$ cat config.mk
export PLATFORM = sky130hd
export DESIGN_NAME = fetch_unit
export DESIGN_NICKNAME = d
export VERILOG_FILES = /design/src/rtl/riscv_defs.sv /design/src/rtl/fetch_skid_buf.sv /design/src/rtl/fetch_unit.sv
export SDC_FILE = /design/constraint.sdc
export NUM_CORES = 1
export LEC_CHECK = 0
export ABC_AREA = 1
export CAP_MARGIN = 10
export CORE_AREA = 3 3 149 151
export DETAILED_ROUTE_END_ITERATION = 8
export DIE_AREA = 0 0 152 154
export PLACE_DENSITY_LB_ADDON = 0.05
export SLEW_MARGIN = 20
export SYNTH_ARGS = -nofsm -noshare
export SYNTH_HDL_FRONTEND = slang
export SYNTH_SLANG_ARGS = --single-unit
$ cat constraint.sdc
create_clock -name clk -period 9.7 [get_ports clk]
set_input_delay 1.455 -clock clk [delete_from_list [all_inputs] [get_ports clk]]
set_output_delay 1.455 -clock clk [all_outputs]
set_load 0.02 [all_outputs]
$ cat src/rtl/riscv_defs.sv
// Shared RISC-V front-end definitions: the NOP encoding, the default reset
// PC and the fetch FSM state encoding.
package riscv_defs;

  localparam logic [31:0] NOP_INSTR        = 32'h0000_0013;  // addi x0, x0, 0
  localparam logic [31:0] RESET_PC_DEFAULT = 32'h0000_0000;

  typedef enum logic [1:0] {
    FETCH_IDLE     = 2'd0,  // free to issue a request
    FETCH_WAIT_RSP = 2'd1,  // one request outstanding, response wanted
    FETCH_DROP     = 2'd2   // one request outstanding, response unwanted
  } fetch_state_e;

  // Sequential PC step; wraps modulo 2^32.
  function automatic logic [31:0] pc_plus4(input logic [31:0] pc);
    return pc + 32'd4;
  endfunction

endpackage

$ cat src/rtl/fetch_skid_buf.sv
// One-entry skid buffer that parks a fetched instruction while decode is
// stalled. Clear wins over push; push wins over pop, so a same-cycle
// push/pop replaces the entry and keeps it valid.
module fetch_skid_buf (
  input  logic        clk,
  input  logic        rst,
  input  logic        push_i,
  input  logic        pop_i,
  input  logic        clear_i,
  input  logic [31:0] instr_i,
  input  logic [31:0] pc_i,
  output logic        valid_o,
  output logic [31:0] instr_o,
  output logic [31:0] pc_o
);

  logic        valid_q;
  logic [31:0] instr_q;
  logic [31:0] pc_q;

  // Entry valid flag and payload.
  always_ff @(posedge clk or posedge rst) begin
    if (rst) begin
      valid_q <= 1'b0;
      instr_q <= 32'h0;
      pc_q    <= 32'h0;
    end else if (clear_i) begin
      valid_q <= 1'b0;
    end else if (push_i) begin
      valid_q <= 1'b1;
      instr_q <= instr_i;
      pc_q    <= pc_i;
    end else if (pop_i) begin
      valid_q <= 1'b0;
    end
  end

  assign valid_o = valid_q;
  assign instr_o = instr_q;
  assign pc_o    = pc_q;

endmodule

$ cat src/rtl/fetch_unit.sv
// Instruction fetch stage: keeps PCF, issues at most one request to the
// instruction memory, squashes responses made stale by a redirect, and
// feeds the IF/ID register through a one-entry skid buffer.
module fetch_unit
  import riscv_defs::*;
#(
  parameter logic [31:0] RESET_PC = RESET_PC_DEFAULT
) (
  input  logic        clk,
  input  logic        rst,
  input  logic        StallF,
  input  logic        StallD,
  input  logic        FlushD,
  input  logic        PCSrcE,
  input  logic [31:0] PCTargetE,
  output logic        imem_req,
  output logic [31:0] imem_addr,
  input  logic        imem_gnt,
  input  logic        imem_rvalid,
  input  logic [31:0] imem_rdata,
  output logic [31:0] InstrD,
  output logic [31:0] PCD,
  output logic [31:0] PCPlus4D,
  output logic        ValidD
);

  fetch_state_e state_q, state_d;
  logic [31:0]  pcf_q, pcf_d;
  logic [31:0]  addr_q;
  logic         valid_d_q;
  logic [31:0]  instr_d_q, pc_d_q, pc_plus4_d_q;

  logic         skid_valid;
  logic [31:0]  skid_instr, skid_pc;
  logic         fire, deliver, skid_push, skid_pop;

  // Request only when idle, fetch not stalled and nothing parked; the rst
  // term keeps the request low for the whole reset pulse.
  assign imem_req  = (state_q == FETCH_IDLE) & ~StallF & ~skid_valid & ~rst;
  assign imem_addr = pcf_q;
  assign fire      = imem_req & imem_gnt;
  // A response is useful only if it is for the live path.
  assign deliver   = (state_q == FETCH_WAIT_RSP) & imem_rvalid & ~PCSrcE;
  // Park the response if decode is stalled, or if the skid entry is moving
  // into IF/ID this cycle (the second case is kept unreachable by imem_req).
  assign skid_push = deliver & (StallD | skid_valid);
  assign skid_pop  = ~FlushD & ~StallD & skid_valid;

  // Next state and next PC; a redirect overrides the +4 step.
  always_comb begin
    state_d = state_q;
    pcf_d   = pcf_q;
    case (state_q)
      FETCH_IDLE:     if (fire) state_d = PCSrcE ? FETCH_DROP : FETCH_WAIT_RSP;
      FETCH_WAIT_RSP: begin
        if (imem_rvalid) state_d = FETCH_IDLE;
        else if (PCSrcE) state_d = FETCH_DROP;
      end
      FETCH_DROP:     if (imem_rvalid) state_d = FETCH_IDLE;
      default:        state_d = FETCH_IDLE;
    endcase
    if (PCSrcE)    pcf_d = PCTargetE;
    else if (fire) pcf_d = pc_plus4(pcf_q);
  end

  // FSM state, fetch PC and the address of the outstanding request.
  always_ff @(posedge clk or posedge rst) begin
    if (rst) begin
      state_q <= FETCH_IDLE;
      pcf_q   <= RESET_PC;
      addr_q  <= 32'h0;
    end else begin
      state_q <= state_d;
      pcf_q   <= pcf_d;
      if (fire) addr_q <= pcf_q;
    end
  end

  fetch_skid_buf u_skid (
    .clk     (clk),
    .rst     (rst),
    .push_i  (skid_push),
    .pop_i   (skid_pop),
    .clear_i (PCSrcE),
    .instr_i (imem_rdata),
    .pc_i    (addr_q),
    .valid_o (skid_valid),
    .instr_o (skid_instr),
    .pc_o    (skid_pc)
  );

  // IF/ID register: flush, hold, skid entry first, then the fresh response,
  // otherwise a bubble. A bubble keeps the previous PC fields.
  always_ff @(posedge clk or posedge rst) begin
    if (rst) begin
      valid_d_q    <= 1'b0;
      instr_d_q    <= NOP_INSTR;
      pc_d_q       <= 32'h0;
      pc_plus4_d_q <= 32'h4;
    end else if (FlushD) begin
      valid_d_q <= 1'b0;
      instr_d_q <= NOP_INSTR;
    end else if (!StallD) begin
      if (skid_valid) begin
        valid_d_q    <= 1'b1;
        instr_d_q    <= skid_instr;
        pc_d_q       <= skid_pc;
        pc_plus4_d_q <= pc_plus4(skid_pc);
      end else if (deliver) begin
        valid_d_q    <= 1'b1;
        instr_d_q    <= imem_rdata;
        pc_d_q       <= addr_q;
        pc_plus4_d_q <= pc_plus4(addr_q);
      end else begin
        valid_d_q <= 1'b0;
        instr_d_q <= NOP_INSTR;
      end
    end
  end

  assign ValidD   = valid_d_q;
  assign InstrD   = instr_d_q;
  assign PCD      = pc_d_q;
  assign PCPlus4D = pc_plus4_d_q;

  // A response must never arrive while the skid entry is still occupied.
  a_no_skid_overrun: assert property (@(posedge clk) disable iff (rst)
    !(deliver && skid_valid));

endmodule

# Word-level counts from Yosys, hierarchy flattened

Index checks and enable logic that the tools add are counted.

Flip-flop bits (word level): 228
Word-level logic and storage cells: 65
Input bits: 72

Multiplexer cells: 23
Bitwise gates (word level): 16
Reduce and logical (&&, ||, !) cells: 7
Add/subtract/negate cells: 3
Equal/unequal tests: 6

Operator list:

| kind                                                                    | count |
|---|---|
| 32-bit two-way mux                                                      | 10 |
| 32-bit by 3-bit adder with 32-bit output, second input constant         | 3 |
| 2-bit two-way mux                                                       | 5 |
| 1-bit AND                                                               | 9 |
| 1-bit two-way mux                                                       | 7 |
| 1-bit inverter                                                          | 6 |
| 2-bit case mux with 3 select lines                                      | 1 |
| 3-bit AND reduction                                                     | 2 |
| 2-bit inequality test, second input constant                            | 2 |
| 2-bit nonzero test                                                      | 2 |
| 3-bit inequality test, second input constant                            | 1 |
| 3-bit nonzero test                                                      | 1 |
| 2-bit by 1-bit equality test with 1-bit output, second input constant   | 1 |
| 2-bit equality test, second input constant                              | 1 |
| 2-bit logical NOT                                                       | 1 |
| 2-bit by 1-bit inequality test with 1-bit output, second input constant | 1 |
| 2-bit AND reduction                                                     | 1 |
| 1-bit bitwise OR                                                        | 1 |

# Longest topological paths before layout

Gate-level depths: netlist (run 1).

Depth in word-level cells: 7
Mapped depth: 12

# Hierarchy

A second synthesis (run 1) with hierarchy kept.

Cell total of the unflattened synthesis: 1483
Area total of the unflattened synthesis: 11258.3 µm²

Modules (own cells, without submodules):

| module         | cells each | times used | area an instance (µm²) |
|---|---|---|---|
| fetch_unit     | 1199       | 1          | 8643.3 |
| fetch_skid_buf | 284        | 1          | 2615.0 |

# Worst setup path before layout (run 1)

OpenSTA, ideal clock, no wires.

Kind: input to output
Start: in StallF
End: out imem_req
Required time: 8.245 ns
Path buffers: 0
Data arrival time: 1.905 ns
Stages on the path: 1
Path slack: 6.340 ns
Cell sequence: nor4_4

Cells in the longest elaborated chain, start to end: 4

RTL lines:

| element                 | RTL line         | source |
|---|---|---|
| start: declaration      | fetch_unit.sv:11 | `input logic StallF,` |
| 1-bit inverter          | fetch_unit.sv:39 | `assign imem_req = (state_q == FETCH_IDLE) & ~StallF & ~skid_valid & ~rst;` |
| 1-bit AND (3 in series) | fetch_unit.sv:39 |  |
| end: declaration        | fetch_unit.sv:16 | `output logic imem_req,` |

No other way between the ends.

# Worst setup path in the final report (run 1)

Start: in rst
End: out imem_req

Cells in the longest elaborated chain, start to end: 2

RTL lines:

| element            | RTL line         | source |
|---|---|---|
| start: declaration | fetch_unit.sv:10 | `input logic rst,` |
| 1-bit inverter     | fetch_unit.sv:39 |  |
| 1-bit AND          | fetch_unit.sv:39 |  |

No other way between the ends.

==> results of run 1 <==
## kinds of logic (layout without fill, tap and decap cells)
| group | Yosys count | after routing | synth area share |
|---|---|---|---|
| AO/OA/AOI/OAI | 157 | 157 | 0.0814 |
| XOR/XNOR | 21 | 21 | 0.0166 |
| adder cells (fa/ha/maj) | 2 | 2 | 0.00225 |
| buffers and inverters | 151 | 349 | 0.0614 |
| flip-flops | 226 | 226 | 0.510 |
| multiplexers | 78 | 78 | 0.0760 |
| AND/OR/NAND/NOR | 634 | 634 | 0.252 |
## stage by stage
step / utilization / cell area, um^2 / hold WS (ps)
floorplan: - / 11100 / 445
detailed placement: 0.631 / 13200 / 466
finish: 0.671 / 14100 / 474
CTS: 0.671 / 14100 / 481
global route: 0.671 / 14100 / 502
global placement: 0.631 / 13200 / 454
## final timing paths
kind	startpoint	endpoint	slack (ps)	cells past startpoint
worst min register to register	PCD[8]$_DFFE_PP0P_	PCD[8]$_DFFE_PP0P_	470	2
worst min-delay path	PCD[8]$_DFFE_PP0P_	PCD[8]$_DFFE_PP0P_	470	2
worst max-delay path	rst	imem_req	5220	3
worst max register to register	u_skid.valid_o$_DFFE_PP0P_	PCPlus4D[25]$_DFFE_PP0P_	6530	8
max in group asynchronous	rst	u_skid.valid_o$_DFFE_PP0P_	6540	3
min in group asynchronous	rst	PCD[5]$_DFFE_PP0P_	1550	2
## worst max-delay path, cell delays in order
cell and delay [ps]:
sky130_fd_sc_hd__clkdlybuf4s50_1 550, sky130_fd_sc_hd__nor4_4 340, sky130_fd_sc_hd__clkdlybuf4s50_1 680
## per-layer routing
metal  track usage  up-vias
li1              -     4463
met1         0.335     4178
met2         0.360      232
met3        0.0310       28
met4        0.0462        0
met5             0        -
## flip-flops by register name, indices dropped and copies added, names as in the netlist
name and cells:
u_skid.valid_o 1, imem_addr 32, PCPlus4D 30, ValidD 1
PCD 32, state_q 2, u_skid.instr_o 32, InstrD 32
addr_q 32, u_skid.pc_o 32
## layout make-up
class                           instances  area [um^2]
Tap cell                              275          344
Timing Repair Buffer                  208         2060
Clock buffer                           31          698
Multi-Input combinational cell        892         4770
Inverter                               97          377
Sequential cell                       226         5660
Fill cell                            1764         6890
Clock inverter                         13          149
## synth_stat cells (9+ instances only)
cell type                  count  area share
sky130_fd_sc_hd__nand2_4       9      0.0091
sky130_fd_sc_hd__inv_1        88       0.030
sky130_fd_sc_hd__a21oi_1       9      0.0041
sky130_fd_sc_hd__mux2_2       50       0.051
sky130_fd_sc_hd__xor2_1       19       0.015
sky130_fd_sc_hd__nand2_2      28       0.016
sky130_fd_sc_hd__mux2i_1      28       0.025
sky130_fd_sc_hd__nand2_1     407        0.14
sky130_fd_sc_hd__clkbuf_1     19      0.0064
sky130_fd_sc_hd__nor2_1       72       0.024
sky130_fd_sc_hd__o211ai_2      9       0.010
sky130_fd_sc_hd__nor2_2       12      0.0068
sky130_fd_sc_hd__nand3_1      73       0.033
sky130_fd_sc_hd__inv_2         9      0.0030
sky130_fd_sc_hd__buf_2        22      0.0099
sky130_fd_sc_hd__nor3_1        9      0.0041
sky130_fd_sc_hd__o21ai_1      15      0.0068
sky130_fd_sc_hd__dfrtp_1     222        0.50
sky130_fd_sc_hd__nor2_4       11       0.011
sky130_fd_sc_hd__o21ai_0     102       0.046
## placed cells by master, fill, tap and decap left out, types with 19 or more instances in the layout
cell                              instances
sky130_fd_sc_hd__nand2_1                407
sky130_fd_sc_hd__xor2_1                  19
sky130_fd_sc_hd__nand2_2                 28
sky130_fd_sc_hd__mux2_2                  50
sky130_fd_sc_hd__nor2_1                  71
sky130_fd_sc_hd__clkbuf_16               25
sky130_fd_sc_hd__dfrtp_1                221
sky130_fd_sc_hd__o21ai_0                102
sky130_fd_sc_hd__inv_1                   87
sky130_fd_sc_hd__nand3_1                 73
sky130_fd_sc_hd__mux2i_1                 28
sky130_fd_sc_hd__clkdlybuf4s50_1        201
## power breakdown
part / switching (mW) / total (mW) / internal (mW)
Sequential: 0.157 / 1.31 / 1.16
Combinational: 0.486 / 0.857 / 0.371
Clock: 0.377 / 0.965 / 0.589
Total: 1.02 / 3.13 / 2.12
==> results.py, run 1 <==
metrics = {
    "layout": {
        "num-nets-final": 1524,
        "stdcell_count": 1742,
        "n_antenna_cell": 0,
        "area_growth_syn_to_layout_pct": 26.8,
        "post_route_cells_drive_above_1_share": 0.132,
    },
    "pwr": {
        "design_power_total_mw": 3.13,
        "p_leak_nw": 6.51,
        "maximum_ir_drop_on_the_vdd_rail_mv": 0.127,
        "power.density_nw_per_um2": 223,
    },
    "place": {
        "place_inst": 1698,
        "dp_slack_ps": 5230,
        "io_buffer_count": 201,
        "detailedPlacementHpwl_mm": 18.3,
        "place.gp.congestion": 0.880,
    },
    "synthesis": {
        "synth_top_flop_cell": "sky130_fd_sc_hd__dfrtp_1",
        "syn_area_um2": 11100,
        "postSynthCellCount": 1269,
        "netlist-cell-type-count": 42,
        "synth-async-reset-ratio": 1.00,
        "seq_total_area_yosys": 0.510,
        "synth-edff-count": 0,
        "synthesis.yosys.warnings": 0,
        "synth.net_count": 1343,
        "avg_inst_size_synth_um2": 8.74,
        "ys_ff_latch": 226,
    },
    "setup_path": {
        "critical_path.max_fanout": 2,
        "criticalPathCategory": "input pin to primary output",
        "timing.critical_path.arrival_ps": 3020,
        "startpoint_types": "input pin",
        "timing.critical_path.to_type": "primary output",
        "required_time_of_the_critical_path_ps": 8250,
    },
    "route": {
        "viasPerCell": 5.11,
        "drt-total-wl_mm": 26.4,
        "highest-signal-layer": "met4",
        "first_pass_iters": 5,
        "route.met3.wl_mm": 1.27,
        "initialDrtViolationCount": 541,
        "routedWlPerCell_um": 15.2,
        "wl_met1_mm": 12.7,
        "met2_length_mm": 12.1,
        "vias": 8901,
        "remaining_drc_errors": 0,
        "ant_nets": 0,
    },
    "floorplan": {
        "core-area_um2": 21000,
        "chipWidth_um": 152,
        "floorplan.rows": 53,
        "die-height_um": 154,
        "start_util": 0.530,
        "io_pins": 202,
        "die-area_um2": 23400,
    },
    "job": {
        "cap_violations": 0,
    },
    "run_status": {
        "result_of_the_run": "complete, no violations",
    },
    "clocking": {
        "root_cell_of_the_clock_tree": "sky130_fd_sc_hd__clkbuf_16",
        "tritoncts_num_sinks": 226,
        "clock_path_buffers": 3,
        "cts_tree": "built",
        "ctsHtreeMaxLevel": 1,
        "post-cts-setup-buffers": 0,
        "postCtsHoldBufs": 0,
        "clkSlewWorstSetupHoldPaths_ps": 60,
        "cts_made_buffers": 25,
        "number_of_cells_upsized_or_downsized_after_cts": 0,
        "clkLatencyLatePin_ps": 510,
    },
    "sta": {
        "setup_viol": 0,
        "setup_ws_ps": 5220,
        "worst_skew_ps": 14.0,
        "rsz0062_at_grt": "false",
        "post-route-min-period_ps": 4480,
        "finalHoldViolations": 0,
        "maximum_achievable_frequency_mhz": 223,
        "final_max_slew_viol_count": 0,
        "slew_headroom": 0.319,
        "period_share": 0.462,
        "setup_tns_ps": 0,
        "worstMarginPinSlew_ps": 1020,
    },
    "grt": {
        "number_of_antenna_violations_at_the_first_check_in_global_routing": 0,
        "grt_max_degree": 156,
        "vias_in_the_first_global_route": 8682,
        "grt_pass1_wl_mm": 44.5,
        "globalRouteOverflowTotal": 0,
        "global_route.usage.total": 0.226,
    },
    "worst_hold_path": {
        "hold_path.class": "flop to flop",
    },
}
No activity file was read; power rests on OpenSTA's default activity.
==> inputs of run 2 (changes only) <==
Clock period 9.7 ns to 4.2 ns, I/O delays scaled along.
==> run 2 against run 1 <==
Combinational power increased by 130%. Die area unchanged. Sequential cell count unchanged. Clock power increased by 120%. Design area increased by 0.12%. Clock skew increased by 4.2 ps. Via count increased by 1.1%. Utilization increased by 0.078 points. Register-to-register slack got worse by 5200 ps. Global-route usage about the same. Setup slack got worse by 4000 ps. First-iteration DRC count increased by 5.9%. Critical path type is now flop to primary output.
==> results.py, run 2 (synthesis gave the netlist of run 1 again) <==
metrics = {
    "run_status": {
        "result_of_the_run": "complete, no violations",
    },
    "grt": {
        "vias_in_the_first_global_route": 8688,
        "number_of_antenna_violations_at_the_first_check_in_global_routing": 0,
        "globalRouteOverflowTotal": 0,
        "global_route.usage.total": 0.226,
        "grt_max_degree": 138,
        "grt_pass1_wl_mm": 44.5,
    },
    "sta": {
        "finalHoldViolations": 0,
        "setup_tns_ps": 0,
        "period_share": 0.707,
        "rsz0062_at_grt": "false",
        "worstMarginPinSlew_ps": 839,
        "final_max_slew_viol_count": 0,
        "maximum_achievable_frequency_mhz": 337,
        "slew_headroom": 0.440,
        "setup_viol": 0,
        "post-route-min-period_ps": 2970,
        "fin_hold_ws_ps": 473,
        "worst_skew_ps": 18.2,
    },
    "route": {
        "first_pass_iters": 6,
        "drt-total-wl_mm": 26.7,
        "vias": 8999,
        "ant_nets": 0,
        "viasPerCell": 5.15,
        "remaining_drc_errors": 0,
        "initialDrtViolationCount": 573,
        "routedWlPerCell_um": 15.3,
    },
    "place": {
        "place.gp.congestion": 0.863,
        "detailedPlacementHpwl_mm": 18.8,
        "dpl_cell_area_um2": 13300,
        "io_buffer_count": 201,
        "place_inst": 1702,
    },
    "setup_path": {
        "timing.critical_path.to_type": "primary output",
        "criticalPathCategory": "flop to primary output",
        "worst_r2r_path_depth": 7,
        "startpoint_types": "flop",
        "critical_path.max_fanout": 36,
        "crit-reg2reg-capture": "PCPlus4D[9]$_DFFE_PP0P_",
        "r2r_setup_slack_ps": 1300,
        "required_time_of_the_critical_path_ps": 3570,
        "critical_path.reg2reg.startpoint": "u_skid.valid_o$_DFFE_PP0P_",
        "timing.critical_path.arrival_ps": 2340,
    },
    "clocking": {
        "cts_tree": "built",
        "number_of_cells_upsized_or_downsized_after_cts": 0,
        "ctsHtreeMaxLevel": 1,
        "clkSlewWorstSetupHoldPaths_ps": 60,
        "clock_path_buffers": 3,
        "clkLatencyLatePin_ps": 520,
        "root_cell_of_the_clock_tree": "sky130_fd_sc_hd__clkbuf_16",
        "cts_made_buffers": 24,
        "postCtsHoldBufs": 0,
        "tritoncts_num_sinks": 226,
        "post-cts-setup-buffers": 0,
    },
    "layout": {
        "stdcell_count": 1746,
        "area_growth_syn_to_layout_pct": 26.9,
        "utilization": 0.672,
        "num-nets-final": 1528,
        "n_antenna_cell": 0,
        "most-common-layout-cells": "407 x sky130_fd_sc_hd__nand2_1, 221 x sky130_fd_sc_hd__dfrtp_1, 201 x sky130_fd_sc_hd__clkdlybuf4s50_1",
        "final_common_cell": "sky130_fd_sc_hd__nand2_1",
        "postLayoutCellArea_um2": 14100,
        "post_route_cells_drive_above_1_share": 0.131,
    },
    "floorplan": {
        "floorplan.rows": 53,
        "start_util": 0.530,
        "core-area_um2": 21000,
        "die-area_um2": 23400,
        "die-height_um": 154,
        "io_pins": 202,
        "chipWidth_um": 152,
    },
    "job": {
        "cap_violations": 0,
    },
    "pwr": {
        "maximum_ir_drop_on_the_vdd_rail_mv": 0.276,
        "p_leak_nw": 6.51,
        "power.density_nw_per_um2": 508,
    },
    "worst_hold_path": {
        "hold_path.class": "flop to flop",
        "min_path_cells": 2,
        "holdCritStartpoint": "PCPlus4D[3]$_DFFE_PP0P_",
        "whs_endpoint": "PCPlus4D[3]$_DFFE_PP0P_",
    },
}
## run 2: worst max-delay path: stages (launching register included)
cell and delay, ps:
sky130_fd_sc_hd__dfrtp_4 710, sky130_fd_sc_hd__nor4_4 420, sky130_fd_sc_hd__clkdlybuf4s50_1 660
## run 2: worst max path at each step
stage | start | cells after the start | endpoint
5_1_grt | u_skid.valid_o$_DFFE_PP0P_ | 7 | PCPlus4D[9]$_DFFE_PP0P_
6_report | u_skid.valid_o$_DFFE_PP0P_ | 2 | imem_req
2_1_floorplan | rst | 1 | InstrD[10]$_DFFE_PP0P_
3_3_place_gp | StallD | 4 | u_skid.pc_o[8]$_DFFE_PP0P_
3_5_place_dp | StallD | 4 | u_skid.pc_o[5]$_DFFE_PP0P_
4_1_cts | u_skid.valid_o$_DFFE_PP0P_ | 2 | imem_req
## run 2: cell type report
| type | instances | area (um^2) |
|---|---|---|
| repair buffers | 213 | 2130 |
| fillers | 1754 | 6870 |
| multi-input cells | 892 | 4770 |
| clock inverters | 8 | 110 |
| inverters | 97 | 368 |
| flip-flops and latches | 226 | 5660 |
| well taps | 275 | 344 |
| clock buffers | 35 | 692 |
## run 2: where the power goes
group          internal [mW]  switching, mW
sequential              2.67          0.355
combinational          0.862           1.13
clock                   1.27          0.878
## run 2: layer usage
| metal | share of wire | global-route usage | vias to the layer above |
|---|---|---|---|
| met2 | 0.45 | 0.362 | 281 |
| met1 | 0.47 | 0.333 | 4225 |
| met5 | 0 | 0 | - |
| met4 | 0.014 | 0.0454 | 0 |
| met3 | 0.060 | 0.0341 | 34 |
| li1 | - | - | 4459 |
## run 2: per-stage QoR
step / power, mW / setup slack [ps]
6_report: 7.16 / 1230
5_1_grt: 7.58 / 1090
4_1_cts: 7.21 / 1210
3_5_place_dp: 5.05 / 1120
3_3_place_gp: 4.99 / 1160
2_1_floorplan: 4.20 / 621
